`src/rtl/serial_xfer_sequencer_pkg.sv`:
```
// Shared types and helpers for the serial transfer sequencer: FSM state
// encoding, default widths and the request-length mapping.
package serial_xfer_sequencer_pkg;

  localparam int DATA_WIDTH_DEF = 8;
  localparam int LEN_W_DEF      = 4;

  typedef enum logic [2:0] {
    ST_IDLE,
    ST_SETUP,
    ST_SHIFT,
    ST_HOLD,
    ST_DONE
  } state_t;

  // A zero or oversized request length means a full-width transfer.
  function automatic int unsigned eff_len(input int unsigned len, input int unsigned width);
    return (len == 0 || len > width) ? width : len;
  endfunction

endpackage

```
`src/rtl/serial_xfer_sequencer_if.sv`:
```
// Upstream request/response port of the serial transfer sequencer.
interface serial_xfer_sequencer_if
  import serial_xfer_sequencer_pkg::*;
#(
  parameter int DATA_WIDTH = DATA_WIDTH_DEF,
  parameter int LEN_W      = LEN_W_DEF
);
  logic                  req_valid;
  logic                  req_ready;
  logic [DATA_WIDTH-1:0] req_data;
  logic [LEN_W-1:0]      req_len;
  logic                  abort;
  logic                  rsp_valid;
  logic [DATA_WIDTH-1:0] rsp_data;
  logic                  busy;

  modport master (
    output req_valid, req_data, req_len, abort,
    input  req_ready, rsp_valid, rsp_data, busy
  );

  modport slave (
    input  req_valid, req_data, req_len, abort,
    output req_ready, rsp_valid, rsp_data, busy
  );
endinterface

```
`src/rtl/serial_xfer_sequencer_shift_pair.sv`:
```
// Transmit/receive shift registers for one MSB-first transfer, with the
// length-indexed transmit bit select and the receive-side length mask.
module serial_shift_pair
  import serial_xfer_sequencer_pkg::*;
#(
  parameter int DATA_WIDTH = DATA_WIDTH_DEF,
  parameter int LEN_W      = LEN_W_DEF
) (
  input  logic                  clk,
  input  logic                  reset,
  input  logic                  load,
  input  logic [DATA_WIDTH-1:0] load_data,
  input  logic [LEN_W-1:0]      load_len,
  input  logic                  shift,
  input  logic                  sample,
  input  logic                  din,
  input  logic [LEN_W-1:0]      len,
  output logic                  tx_bit,
  output logic [DATA_WIDTH-1:0] rx_masked
);

  logic [DATA_WIDTH-1:0] tx_sr, tx_d, rx_sr, tx_view;
  logic [LEN_W-1:0]      len_sel;

  always_comb begin
    // NOTE: default first so every path assigns tx_d and no latch is inferred.
    tx_d = tx_sr;
    if (load)       tx_d = load_data;
    else if (shift) tx_d = tx_sr << 1;
  end

  // tx_bit is the bit ser_dout must carry after this edge's load or shift.
  assign len_sel   = load ? load_len : len;
  assign tx_view   = tx_d >> (len_sel - LEN_W'(1));
  assign tx_bit    = tx_view[0];
  assign rx_masked = rx_sr & ~({DATA_WIDTH{1'b1}} << len);

  always_ff @(posedge clk or negedge reset) begin
    // NOTE: non-blocking assignments keep every flop updating from pre-edge values.
    if (!reset) begin
      tx_sr <= '0;
      rx_sr <= '0;
    end else begin
      tx_sr <= tx_d;
      if (load)        rx_sr <= '0;
      else if (sample) rx_sr <= {rx_sr[DATA_WIDTH-2:0], din};
    end
  end

endmodule

```
`src/rtl/serial_xfer_sequencer.sv`:
```
// Sequences one MSB-first serial transfer on top of an external divided-clock
// generator: chip-select guard time, bit shifting/sampling, response pulse.
module serial_xfer_sequencer
  import serial_xfer_sequencer_pkg::*;
#(
  parameter int DATA_WIDTH = DATA_WIDTH_DEF,
  parameter int LEN_W      = LEN_W_DEF,
  parameter int CS_GUARD   = 2
) (
  input  logic                          clk,
  input  logic                          reset,
  serial_xfer_sequencer_if.slave        req_if,
  output logic                          sclk_enable,
  input  logic                          sclk_level,
  input  logic                          sclk_rise,
  input  logic                          sclk_fall,
  input  logic                          sclk_mid_high,
  input  logic                          sclk_mid_low,
  output logic                          ser_cs_n,
  output logic                          ser_dout,
  input  logic                          ser_din
);

  localparam logic [3:0] GUARD_INIT = 4'(CS_GUARD);

  state_t                state;
  logic [LEN_W-1:0]      len_q, bit_cnt, bit_cnt_inc, len_eff;
  logic [3:0]            guard_cnt;
  logic                  req_ready_q, rsp_valid_q, busy_q;
  logic [DATA_WIDTH-1:0] rsp_data_q, rx_masked;
  logic                  load, shift, sample, tx_bit, last_fall;

  // Level, rise and mid-low strobes are monitor-only and deliberately ignored.
  logic unused_strobes;
  assign unused_strobes = ^{sclk_level, sclk_rise, sclk_mid_low};

  assign len_eff     = LEN_W'(eff_len(32'(req_if.req_len), DATA_WIDTH));
  assign load        = (state == ST_IDLE) && req_ready_q && req_if.req_valid;
  assign sample      = (state == ST_SHIFT) && sclk_mid_high;
  assign shift       = (state == ST_SHIFT) && sclk_fall;
  assign bit_cnt_inc = (bit_cnt == '1) ? bit_cnt : bit_cnt + LEN_W'(1);
  assign last_fall   = (bit_cnt_inc == len_q);

  serial_shift_pair #(.DATA_WIDTH(DATA_WIDTH), .LEN_W(LEN_W)) u_shift_pair (
    .clk       (clk),
    .reset     (reset),
    .load      (load),
    .load_data (req_if.req_data),
    .load_len  (len_eff),
    .shift     (shift),
    .sample    (sample),
    .din       (ser_din),
    .len       (len_q),
    .tx_bit    (tx_bit),
    .rx_masked (rx_masked)
  );

  always_ff @(posedge clk or negedge reset) begin
    if (!reset) begin
      state       <= ST_IDLE;
      len_q       <= '0;
      bit_cnt     <= '0;
      guard_cnt   <= '0;
      req_ready_q <= 1'b0;
      rsp_valid_q <= 1'b0;
      rsp_data_q  <= '0;
      busy_q      <= 1'b0;
      sclk_enable <= 1'b0;
      ser_cs_n    <= 1'b1;
      ser_dout    <= 1'b0;
    end else begin
      rsp_valid_q <= 1'b0;
      if (req_if.abort && state != ST_IDLE) begin
        state       <= ST_IDLE;
        sclk_enable <= 1'b0;
        ser_cs_n    <= 1'b1;
        ser_dout    <= 1'b0;
        busy_q      <= 1'b0;
        req_ready_q <= 1'b1;
      end else begin
        unique case (state)
          ST_IDLE: begin
            req_ready_q <= 1'b1;
            if (load) begin
              len_q       <= len_eff;
              bit_cnt     <= '0;
              guard_cnt   <= GUARD_INIT;
              ser_cs_n    <= 1'b0;
              ser_dout    <= tx_bit;
              req_ready_q <= 1'b0;
              busy_q      <= 1'b1;
              state       <= ST_SETUP;
            end
          end
          ST_SETUP: begin
            if (guard_cnt == 4'd0) begin
              sclk_enable <= 1'b1;
              state       <= ST_SHIFT;
            end else begin
              guard_cnt <= guard_cnt - 4'd1;
            end
          end
          ST_SHIFT: begin
            if (sclk_fall) begin
              bit_cnt <= bit_cnt_inc;
              if (last_fall) begin
                sclk_enable <= 1'b0;
                guard_cnt   <= GUARD_INIT;
                state       <= ST_HOLD;
              end else begin
                ser_dout <= tx_bit;
              end
            end
          end
          ST_HOLD: begin
            if (guard_cnt == 4'd0) state <= ST_DONE;
            else                   guard_cnt <= guard_cnt - 4'd1;
          end
          ST_DONE: begin
            ser_cs_n    <= 1'b1;
            ser_dout    <= 1'b0;
            rsp_valid_q <= 1'b1;
            rsp_data_q  <= rx_masked;
            busy_q      <= 1'b0;
            req_ready_q <= 1'b1;
            state       <= ST_IDLE;
          end
          default: state <= ST_IDLE;
        endcase
      end
    end
  end

  assign req_if.req_ready = req_ready_q;
  assign req_if.rsp_valid = rsp_valid_q;
  assign req_if.rsp_data  = rsp_data_q;
  assign req_if.busy      = busy_q;

endmodule

```
`src/flat_wrapper.sv`:
```
// flat-port wrapper written by rule: the top's interface ports become plain ports
module serial_xfer_sequencer_flat import serial_xfer_sequencer_pkg::*;
#(
  parameter int DATA_WIDTH = DATA_WIDTH_DEF,
  parameter int LEN_W      = LEN_W_DEF,
  parameter int CS_GUARD   = 2
)
  (clk, reset, sclk_enable, sclk_level, sclk_rise, sclk_fall, sclk_mid_high, sclk_mid_low, ser_cs_n, ser_dout, ser_din, req_if_req_valid, req_if_req_data, req_if_req_len, req_if_abort, req_if_req_ready, req_if_rsp_valid, req_if_rsp_data, req_if_busy);
  serial_xfer_sequencer_if #(.DATA_WIDTH(DATA_WIDTH), .LEN_W(LEN_W)) req_if_i ();
  input  logic clk;
  input  logic reset;
  output logic sclk_enable;
  input  logic sclk_level;
  input  logic sclk_rise;
  input  logic sclk_fall;
  input  logic sclk_mid_high;
  input  logic sclk_mid_low;
  output logic ser_cs_n;
  output logic ser_dout;
  input  logic ser_din;
  input wire logic [$bits(req_if_i.req_valid)-1:0] req_if_req_valid;
  input wire logic [$bits(req_if_i.req_data)-1:0] req_if_req_data;
  input wire logic [$bits(req_if_i.req_len)-1:0] req_if_req_len;
  input wire logic [$bits(req_if_i.abort)-1:0] req_if_abort;
  output wire logic [$bits(req_if_i.req_ready)-1:0] req_if_req_ready;
  output wire logic [$bits(req_if_i.rsp_valid)-1:0] req_if_rsp_valid;
  output wire logic [$bits(req_if_i.rsp_data)-1:0] req_if_rsp_data;
  output wire logic [$bits(req_if_i.busy)-1:0] req_if_busy;
  assign req_if_i.req_valid = req_if_req_valid;
  assign req_if_i.req_data = req_if_req_data;
  assign req_if_i.req_len = req_if_req_len;
  assign req_if_i.abort = req_if_abort;
  assign req_if_req_ready = req_if_i.req_ready;
  assign req_if_rsp_valid = req_if_i.rsp_valid;
  assign req_if_rsp_data = req_if_i.rsp_data;
  assign req_if_busy = req_if_i.busy;
  serial_xfer_sequencer #(.DATA_WIDTH(DATA_WIDTH), .LEN_W(LEN_W), .CS_GUARD(CS_GUARD)) u_core (.clk(clk), .reset(reset), .req_if(req_if_i), .sclk_enable(sclk_enable), .sclk_level(sclk_level), .sclk_rise(sclk_rise), .sclk_fall(sclk_fall), .sclk_mid_high(sclk_mid_high), .sclk_mid_low(sclk_mid_low), .ser_cs_n(ser_cs_n), .ser_dout(ser_dout), .ser_din(ser_din));
endmodule
```
`config.mk`:
```
export PLATFORM = sky130hd
export DESIGN_NAME = serial_xfer_sequencer_flat
export DESIGN_NICKNAME = d
export VERILOG_FILES = /design/src/rtl/serial_xfer_sequencer_pkg.sv /design/src/rtl/serial_xfer_sequencer_if.sv /design/src/rtl/serial_xfer_sequencer_shift_pair.sv /design/src/rtl/serial_xfer_sequencer.sv /design/src/flat_wrapper.sv
export SDC_FILE = /design/constraint.sdc
export NUM_CORES = 1
export LEC_CHECK = 0
export ABC_AREA = 1
export CAP_MARGIN = 20
export CORE_MARGIN = 3
export CORE_UTILIZATION = 55
export CTS_BUF_LIST = sky130_fd_sc_hd__clkbuf_4 sky130_fd_sc_hd__clkbuf_8 sky130_fd_sc_hd__clkbuf_16
export DETAILED_ROUTE_END_ITERATION = 12
export PLACE_DENSITY_LB_ADDON = 0.2
export SETUP_SLACK_MARGIN = 0.02
export SYNTH_ARGS = -nofsm -noshare
export SYNTH_HDL_FRONTEND = slang
export SYNTH_HIERARCHICAL = 1
export SYNTH_SLANG_ARGS = --single-unit
```
`constraint.sdc`:
```
create_clock -name clk -period 3.2 [get_ports clk]
set_input_delay 0.32 -clock clk [delete_from_list [all_inputs] [get_ports clk]]
set_output_delay 0.32 -clock clk [all_outputs]
set_load 0.02 [all_outputs]
```
---- After elaboration in Yosys (flattened, before gate mapping) ----
Cells that the tools add are included.
operators by class
  reductions and logical operators ........ 25
  add/sub/neg operators ................... 3
  equal/unequal tests ..................... 16
  $lt $le $gt $ge ......................... 1
  shift operators ......................... 2
  multiplexer cells ....................... 43
  bitwise gates (word level) .............. 3
operators with widths
  kind                                                                number
  4-bit 2-to-1 mux                                                    9
  8-bit 2-to-1 mux                                                    4
  3-bit 2-to-1 mux                                                    6
  1-bit 2-to-1 mux                                                    16
  3-bit case mux with 4 select lines                                  1
  4-bit case mux with 3 select lines                                  1
  4-bit AND reduction                                                 3
  3-bit nonzero test                                                  4
  8-bit bitwise AND                                                   1
  4-bit zero test                                                     2
  8-bit NOT                                                           1
  1-bit case mux with 2 select lines                                  4
  4-bit case mux with 2 select lines                                  1
  8-bit by 4-bit << shifter with 8-bit output, first input constant   1
  8-bit by 4-bit right shift with 1-bit output                        1
  4-bit by 1-bit subtractor with 4-bit output, second input constant  2
  3-bit by 2-bit == test with 1-bit output, second input constant     2
  3-bit by 1-bit != test with 1-bit output, second input constant     2
  3-bit by 2-bit != test with 1-bit output, second input constant     2
  3-bit != test, second input constant                                2
  2-bit AND reduction                                                 3
  6-bit AND reduction                                                 1
  1-bit logical AND                                                   5
  5-bit AND reduction                                                 1
  15 further kinds                                                    18
word-level totals
  register bits after elaboration ......... 45
  word-level logic and storage cells ...... 106
  output and inout port bits .............. 14
  input port bits ......................... 22

---- Logic depth before layout (Yosys ltp) ----
Gate-level depths: netlist (run 1).
  depth after elaboration ................. 10
  mapped depth ............................ 19
  mapped depth without buffers ............ 18

---- Cells and area by module ----
The synthesis (run 1) kept the hierarchy.
by module, submodules not included
  module                 instances  seq. area each (µm²)  area an instance (µm²)  cells each
  serial_xfer_sequencer  1          726.9                 1,656.6                 219
  serial_shift_pair      1          400.4                 1,031.0                 144

---- Worst setup path before layout (run 1) ----
No wires, ideal clock.
  path kind ............................... register to register
  start point ............................. register u_core.state[1]
  end point ............................... register u_core.ser_dout
  slack ................................... 1.001 ns
  buffers on the path ..................... 1
  library setup time ...................... 0.117 ns
  cell stages (with the launch flop) ...... 18
  data arrival time ....................... 2.082 ns
  clock period less this slack ............ 2.199 ns
  data required time ...................... 3.083 ns
  cell sequence ........................... dfrtp_1 > inv_2 > nand2_2 > inv_2 > nand3_4 > clkinv_1 > buf_4 > nand2_2 > nand2_4 > ha_1 > inv_1 > nand3_1 > a21oi_1 > nor2_1 > inv_1 > nor2_1 > nand3_1 > nand2_1
between the ends
  cells in the longest elaborated chain, start to end .. 10
  elaborated cells between the ends (all ways) .. 23
  classes of those cells .................. 1 x add/sub; 5 x eq/ne; 1 x shift; 8 x mux; 8 x reduce/logical
ends and longest elaborated chain
  what                                              RTL line                                text
  start, declared                                   serial_xfer_sequencer.sv:26             state_t state;
  start signal, assigned                            serial_xfer_sequencer.sv:60             state <= ST_IDLE;
  start signal, assigned                            serial_xfer_sequencer.sv:74             state <= ST_IDLE;
  start signal, assigned                            serial_xfer_sequencer.sv:92             state <= ST_SETUP;
  3-bit zero test (*)                               serial_xfer_sequencer.sv:38             assign load = (state == ST_IDLE) && req_ready_q && req_if.req_valid;
  1-bit logical AND (*) (2 in series)               serial_xfer_sequencer.sv:38
  named net u_core.load                             serial_xfer_sequencer.sv:31             logic load, shift, sample, tx_bit, last_fall;
  4-bit 2-to-1 mux                                  --
  4-bit by 1-bit subtractor with 4-bit output       serial_xfer_sequencer_shift_pair.sv:34  assign tx_view = tx_d >> (len_sel - LEN_W'(1));
  8-bit by 4-bit right shift with 1-bit output (*)  serial_xfer_sequencer_shift_pair.sv:34
  named net u_core.tx_bit                           serial_xfer_sequencer.sv:31
  1-bit 2-to-1 mux                                  serial_xfer_sequencer.sv:106            if (last_fall) begin
  1-bit 2-to-1 mux                                  serial_xfer_sequencer.sv:104            if (sclk_fall) begin
  1-bit case mux with 3 select lines (*)            serial_xfer_sequencer.sv:81             unique case (state)
  1-bit 2-to-1 mux (*)                              serial_xfer_sequencer.sv:73             if (req_if.abort && state != ST_IDLE) begin
  end signal, assigned                              serial_xfer_sequencer.sv:89             ser_dout <= tx_bit;
  end signal, assigned                              serial_xfer_sequencer.sv:111            ser_dout <= tx_bit;
  end, declared                                     serial_xfer_sequencer.sv:20             output logic ser_dout,
Mark *: on every way through the listed nets, which the timed path passes. The rest lies on a longest branch. The select of a mux whose other input is x is not followed.
A chain may end at the register's enable or synchronous reset.

---- Worst setup path after layout (run 1) ----
Ends and elaborated chain as after synthesis.

==> summary.md, run 1 <==
| Metric | Value |
|---|---|
| Ports | `36` |
| N_diodes | `0` |
| Crit path cell chain | `inv_2 -> nand2_2 -> inv_2 -> nand3_4 -> clkinv_1 -> inv_2 -> nand2_1 -> nand2_4 -> ha_1 -> inv_1 -> nand2_1 -> nand3_1 -> nand2_1 -> nor2_1 -> inv_1 -> nor2_1 -> nand3_1 -> nand2_1` |
| Die area | `5762 um2` |
| Critical Path Source Type | `register` |
| Root Driver | `clkbuf_8` |
| Top cells by area, synth | `dfrtp_1, nand2_1, nand3_1` |
| Power, Total | `2.604 mW` |
| Vias in the first global route | `2177` |
| Synth top area share | `0.4097` |
| Seq/Total Area, Yosys | `0.4195` |
| Routed wire length | `5.529 mm` |
| Worst path arrival time | `2.71 ns` |
| Clk pwr share | `0.142` |
| CTS tree | `built` |
| RSZ-0062 raised after global routing | `false` |
| TritonCTS sink count | `45` |
| Initial antenna violation count | `0` |
| Async SR Flop Fraction | `1.000` |
| Worst VDD drop | `0.0004985 V` |
| Power per cell area | `821.0 nW/um2` |
| Overall routing resource usage | `0.2031` |
| Post-layout net count | `425` |
| Critical path class | `reg -> reg` |
| Pleak | `1.588 nW` |
| Chip Height | `75.91 um` |
| Drt first-iter violations | `133` |
| Critical Path End Type | `register` |
| Setup bufs post-CTS | `0` |
| Final worst path period need | `2.472 ns` |
| Critical path data required time | `3.44 ns` |
| CP max-delay cell | `dfrtp_1` |
| Post-synthesis cell type count | `36` |
| Remaining Overflow, GRT | `0` |
| Switching pwr | `1.191 mW` |
| Top achievable clock speed | `404.6 MHz` |
| Share of power burned in registers | `0.331` |
| DP Area | `3048 um2` |
| Dpl hpwl | `4.135 mm` |
| First-pass GRT wire length | `9.708 mm` |
| Core Area | `4534 um2` |
| CP delay by family, top | `simple AND/OR/NAND/NOR gates` |
| Sw frac | `0.4574` |
| List of most frequent post-synthesis cells | `nand2_1, dfrtp_1, nand3_1` |
| Syn Inst Count | `363` |
| Worst-Margin Slew | `0.5969 ns` |
| Pin count of the biggest net entering global routing | `46` |
| Largest area contributor in the netlist | `dfrtp_1` |
| Max_cap viols | `0` |
| H-Tree Depth | `2` |
| Slew HR | `0.6006` |
| Via/cell ratio | `5.047` |
| Bufs and invs on worst path | `6` |
| Final setup viols | `0` |
| Placer Congestion | `0.8835` |
| Synth Register Bits | `45` |
| Router iterations before antenna repair | `4` |
| Status | `finished clean` |
| Rows | `24` |
| PortBufs | `32` |
| Cts bufs inserted | `5` |
| WL per Instance | `11.89 um` |
| Area Growth Syn to Fin | `18.02%` |
| Most common cell in the netlist | `nand2_1` |
| Final non-filler cell area | `3172 um2` |
| Most used DFF post-synth | `dfrtp_1` |
| Final ANT Viol Nets | `0` |
| Mapped Nets | `389` |
| Final Hold Vio Count | `0` |
| Mean area per synthesized cell | `7.404 um2` |
| Final Skew | `0.01149 ns` |
| Final setup TNS | `0 ns` |
| Critical path peak fanout | `25` |
| Synth Cell Area | `2688 um2` |
| CP max stage delay | `0.43 ns` |
| Comb pwr share | `0.526` |
| Post-synth EDFFs | `0` |
| Warning count from the yosys run | `6` |
| DRC viols | `0` |
| Share of cells above drive strength 1 | `0.1100` |
| Starting Density | `0.5927` |
| Slew Limit Fails | `0` |
| Top cell by count, worst path | `nand2_1` |
| Die width | `75.91 um` |
| CTS max path bufs | `2` |
| Internal power | `1.413 mW` |
| Fin crit share | `0.7724` |
| Clk_lat worst skew | `0.31 ns` |
| Vias | `2347` |
| Hold WC Path Type | `in -> async` |
| Clock slew at reported path FFs | `0.10 ns` |
-- cell usage in the layout (no fill, tap or decap), drive strengths merged, types with 5 or more instances in the layout --
| master | netlist | layout |
|---|---|---|
| a21oi | 7 | 7 |
| and2 | 6 | 6 |
| clkbuf | 1 | 5 |
| clkdlybuf4s50 | 0 | 31 |
| dfrtp | 44 | 44 |
| inv | 49 | 50 |
| nand2 | 121 | 121 |
| nand3 | 46 | 46 |
| nor2 | 30 | 30 |
| o21ai | 20 | 20 |
| or2 | 7 | 7 |
-- cell type report --
type                       count  area [um2]
inverter                      51       191.4
tap                           65       81.33
clock inverter                 3       25.02
fill                         397        1363
sequential                    45        1127
multi-input combinational    261        1325
clock buffer                   5       68.82
timing repair buffer          35       352.8
-- worst reg2reg max path: stages (launching register included) --
cell,delay (ns)
dfrtp_1,0.43
inv_2,0.10
nand2_2,0.11
inv_2,0.07
nand3_4,0.08
clkinv_1,0.10
inv_2,0.29
nand2_1,0.16
nand2_4,0.13
ha_1,0.27
inv_1,0.08
nand2_1,0.05
nand3_1,0.06
nand2_1,0.05
nor2_1,0.09
inv_1,0.05
nor2_1,0.11
nand3_1,0.10
nand2_1,0.09
-- path summary, 6_finish.rpt --
kind	from	end	slack [ns]	cells after the start
min in group clk	u_core/req_if.rsp_data[5]	u_core/req_if.rsp_data[5]	0.48	2
worst max register to register	u_core/state[1]	u_core/ser_dout	0.73	18
worst min-delay path	reset	u_core/req_if.rsp_data[3]	0.36	2
worst min register to register	u_core/req_if.rsp_data[5]	u_core/req_if.rsp_data[5]	0.48	2
max in group asynchronous	reset	u_core/ser_cs_n	2.35	3
worst max-delay path	u_core/state[1]	u_core/ser_dout	0.73	18
-- cell families (layout without fill, tap and decap cells) --
family,count (synthesis),count (layout),share of synthesized area
compound gates,35,35,0.07542
xor+xnor,4,4,0.01304
fa+ha+maj,4,4,0.01862
buf+inv,57,94,0.08752
flops,45,45,0.4195
simple gates,218,218,0.3859
-- routing by layer --
metal,global-route usage,vias to the layer above,part of all wire
li1,-,1223,-
met1,0.2722,1063,0.47
met2,0.3236,51,0.47
met3,0.04976,10,0.043
met4,0.06884,0,0.016
met5,0,-,0
-- per-stage QoR --
step                setup slack, ns  hold slack, ns  utilization  instances
floorplan                     1.001         0.02441            -        363
global placement             0.6944          0.4579       0.6722        455
detailed placement           0.6251          0.4647       0.6722        455
CTS                          0.7193          0.2006       0.6929        463
global route                 0.4865          0.3647       0.6995        465
finish                       0.7283          0.3635       0.6995        465
-- power groups by stage --
stage	Combinational, mW	Clock (mW)	Sequential [mW]
after global routing	1.58	0.412	0.882
after CTS	1.37	0.384	0.861
after floorplan	1.02	0	0.885
after global placement	1.32	0	0.866
after detailed placement	1.36	0	0.870
final	1.37	0.371	0.863
-- registers in the layout, indices dropped and copies added (netlist names) --
signal,count
u_core/req_if.rsp_data,8
u_core/u_shift_pair/rx_sr,8
u_core/u_shift_pair/tx_sr,8
u_core/bit_cnt,4
u_core/guard_cnt,4
u_core/len_q,4
u_core/state,3
u_core/req_if.busy,1
u_core/req_if.req_ready,1
u_core/req_if.rsp_valid,1
u_core/sclk_enable,1
u_core/ser_cs_n,1
u_core/ser_dout,1
-- what timing repair did --
item                                   4_1_cts  5_1_grt
gates resized for setup                      0        0
endpoints found under the hold margin        0        3
hold buffers                                 0        1
(Power assumes the default switching activity.)
==> run 2: changes to the inputs <==
Settings changed: CORE_UTILIZATION 55 to 50.
Clock period 3.2 ns to 2.1 ns, I/O delays scaled along.
==> summary.md, run 2 (synthesized netlist as in run 1, its figures left out) <==
| Metric | Value |
|---|---|
| Slew Limit Fails | `0 (unchanged)` |
| Final Hold Vio Count | `0 (unchanged)` |
| Final setup viols | `0 (unchanged)` |
| CP max-delay cell | `dfrtp_1` |
| WL per Instance | `12.40 um (+4.3%)` |
| Drt first-iter violations | `131 (-1.5%)` |
| Critical path data required time | `2.29 ns (-1.15 ns)` |
| DP Area | `3212 um2 (+5.4%)` |
| TritonCTS sink count | `45 (unchanged)` |
| Root Driver | `clkbuf_8` |
| Placer Congestion | `0.9427 (+6.7%)` |
| Critical path class | `reg -> reg` |
| Router iterations before antenna repair | `4 (unchanged)` |
| CP max stage delay | `0.42 ns (about the same)` |
| Crit path cell chain | `nor2_4 -> nand2_2 -> inv_2 -> nand3_4 -> clkinv_4 -> inv_8 -> buf_6 -> or2_1 -> nand3_1 -> nand3_1 -> a21oi_2 -> nor2_1 -> inv_1 -> nor2_1 -> nand3_1 -> nand2_1` |
| Slew HR | `0.6334 (+0.03277)` |
| Core Area | `5140 um2 (+13%)` |
| Final worst path period need | `2.025 ns (-0.4464 ns)` |
| Critical path peak fanout | `10 (-60%)` |
| Dpl hpwl | `4.520 mm (+9.3%)` |
| Share of cells above drive strength 1 | `0.1981 (+0.08811)` |
| Worst path arrival time | `2.22 ns (-0.49 ns)` |
| Ports | `36 (unchanged)` |
| Top achievable clock speed | `493.8 MHz (+22%)` |
| Chip Height | `79.32 um (+4.5%)` |
| Critical Path Source Type | `register` |
| Routed wire length | `6.126 mm (+11%)` |
| Vias in the first global route | `2365 (+8.6%)` |
| Critical Path End Type | `register` |
| CTS max path bufs | `2 (unchanged)` |
| Worst VDD drop | `0.0008549 V (+72%)` |
| Power per cell area | `1340 nW/um2 (+63%)` |
| Area Growth Syn to Fin | `31.52%` |
| Most common cell after layout, fill and taps aside | `nand2_1` |
| Most frequent cells in the layout | `nand2_1, dfrtp_1, inv_1` |
| Post-layout net count | `449 (+5.6%)` |
| Cts bufs inserted | `5 (unchanged)` |
| Pleak | `1.764 nW (+11%)` |
| Die area | `6291 um2 (+9.2%)` |
| Remaining Overflow, GRT | `0 (unchanged)` |
| Hold slack | `0.4152 ns (+0.05171 ns)` |
| Starting Density | `0.5229 (-0.06983)` |
| N_diodes | `0 (unchanged)` |
| Initial antenna violation count | `0 (unchanged)` |
| Power, Total | `4.737 mW (+82%)` |
| Overall routing resource usage | `0.2060 (+0.002805)` |
| Vias | `2501 (+6.6%)` |
| Rows | `26 (+8.3%)` |
| Clk_lat worst skew | `0.30 ns (about the same)` |
| PortBufs | `32 (unchanged)` |
| Final non-filler cell area | `3535 um2 (+11%)` |
| Hold WC Path Type | `in -> async` |
| Final ANT Viol Nets | `0 (unchanged)` |
| CTS tree | `built` |
| Final setup TNS | `0 ns (unchanged)` |
| Worst-Margin Slew | `0.5499 ns (-0.04695 ns)` |
| Fin crit share | `0.9644 (+0.1920)` |
| Via/cell ratio | `5.063 (+0.31%)` |
| Top cell by count, worst path | `nand3_1` |
| Final Util | `0.6877 (-0.01182)` |
| DRC viols | `0 (unchanged)` |
| Pin count of the biggest net entering global routing | `25 (-46%)` |
| First-pass GRT wire length | `10.16 mm (+4.6%)` |
| Die width | `79.32 um (+4.5%)` |
| H-Tree Depth | `2 (unchanged)` |
| RSZ-0062 raised after global routing | `true` |
| Clock slew at reported path FFs | `0.09 ns (about the same)` |
| Final Skew | `0.01047 ns (-0.001014 ns)` |
| Status | `finished clean` |
| Max_cap viols | `0 (unchanged)` |
## run 2: changes by cell type in the layout (fill, tap and decap cells not counted), sizes merged
cell	previous run	this run
clkinvlp	1	0
bufinv	0	2
inv	50	49
buf	3	27
## run 2: worst max-delay path, delay by kind of cell, from the launching register on
kind                   cells  cell delay, ns
and+or+nand+nor           10            0.94
AOI/OAI and AO/OA          1            0.14
DFF                        1            0.42
buffers and inverters      5            0.41
## run 2: layout make-up
type,instances,area [um2]
inverters,51,209.0
well taps,70,87.58
repair buffers,59,548.0
fillers,437,1605
clock inverters,3,65.06
multi-input cells,261,1429
flip-flops and latches,45,1127
clock buffers,5,68.82
## run 2: worst paths after layout
check | cells past startpoint | slack (ns) | to | start
setup reg to reg | 16 | 0.07 | u_core/ser_dout | u_core/state[0]
hold reg to reg | 2 | 0.49 | u_core/req_if.rsp_data[2] | u_core/req_if.rsp_data[2]
setup / recovery | 16 | 0.07 | u_core/ser_dout | u_core/state[0]
min in group clk | 3 | 0.48 | u_core/u_shift_pair/tx_sr[1] | req_if_req_data[1]
max in group asynchronous | 3 | 1.09 | u_core/ser_cs_n | reset
hold / removal | 2 | 0.42 | u_core/req_if.rsp_data[5] | reset
## run 2: routing by layer
layer,wire length [um],track usage,vias up,share of wire
met5,0,0,-,0
met4,86,0.06186,0,0.014
met3,283,0.04989,8,0.046
met2,3063,0.3577,63,0.50
met1,2693,0.2526,1164,0.44
li1,-,-,1266,-
## run 2: power by group
group	total [mW]	internal, mW	switching, mW
clock	0.774	0.473	0.301
combinational	2.65	1.13	1.52
sequential	1.31	1.11	0.196
total	4.74	2.72	2.02
## run 2: timing repair
item	4_1_cts	5_1_grt
setup endpoints to repair	1	1
cloned	0	0
resized for setup	1	29
buffers inserted	3	4
hold endpoints to repair	21	0
hold buffers	1	0
pin swaps	2	12
## run 2: per-stage QoR
step           setup slack (ns)  instances
5_1_grt                 -0.1210        494
3_3_place_gp            0.05772        478
6_report                0.07468        494
2_1_floorplan         -0.006849        363
4_1_cts                 0.03981        490
3_5_place_dp            0.02524        478
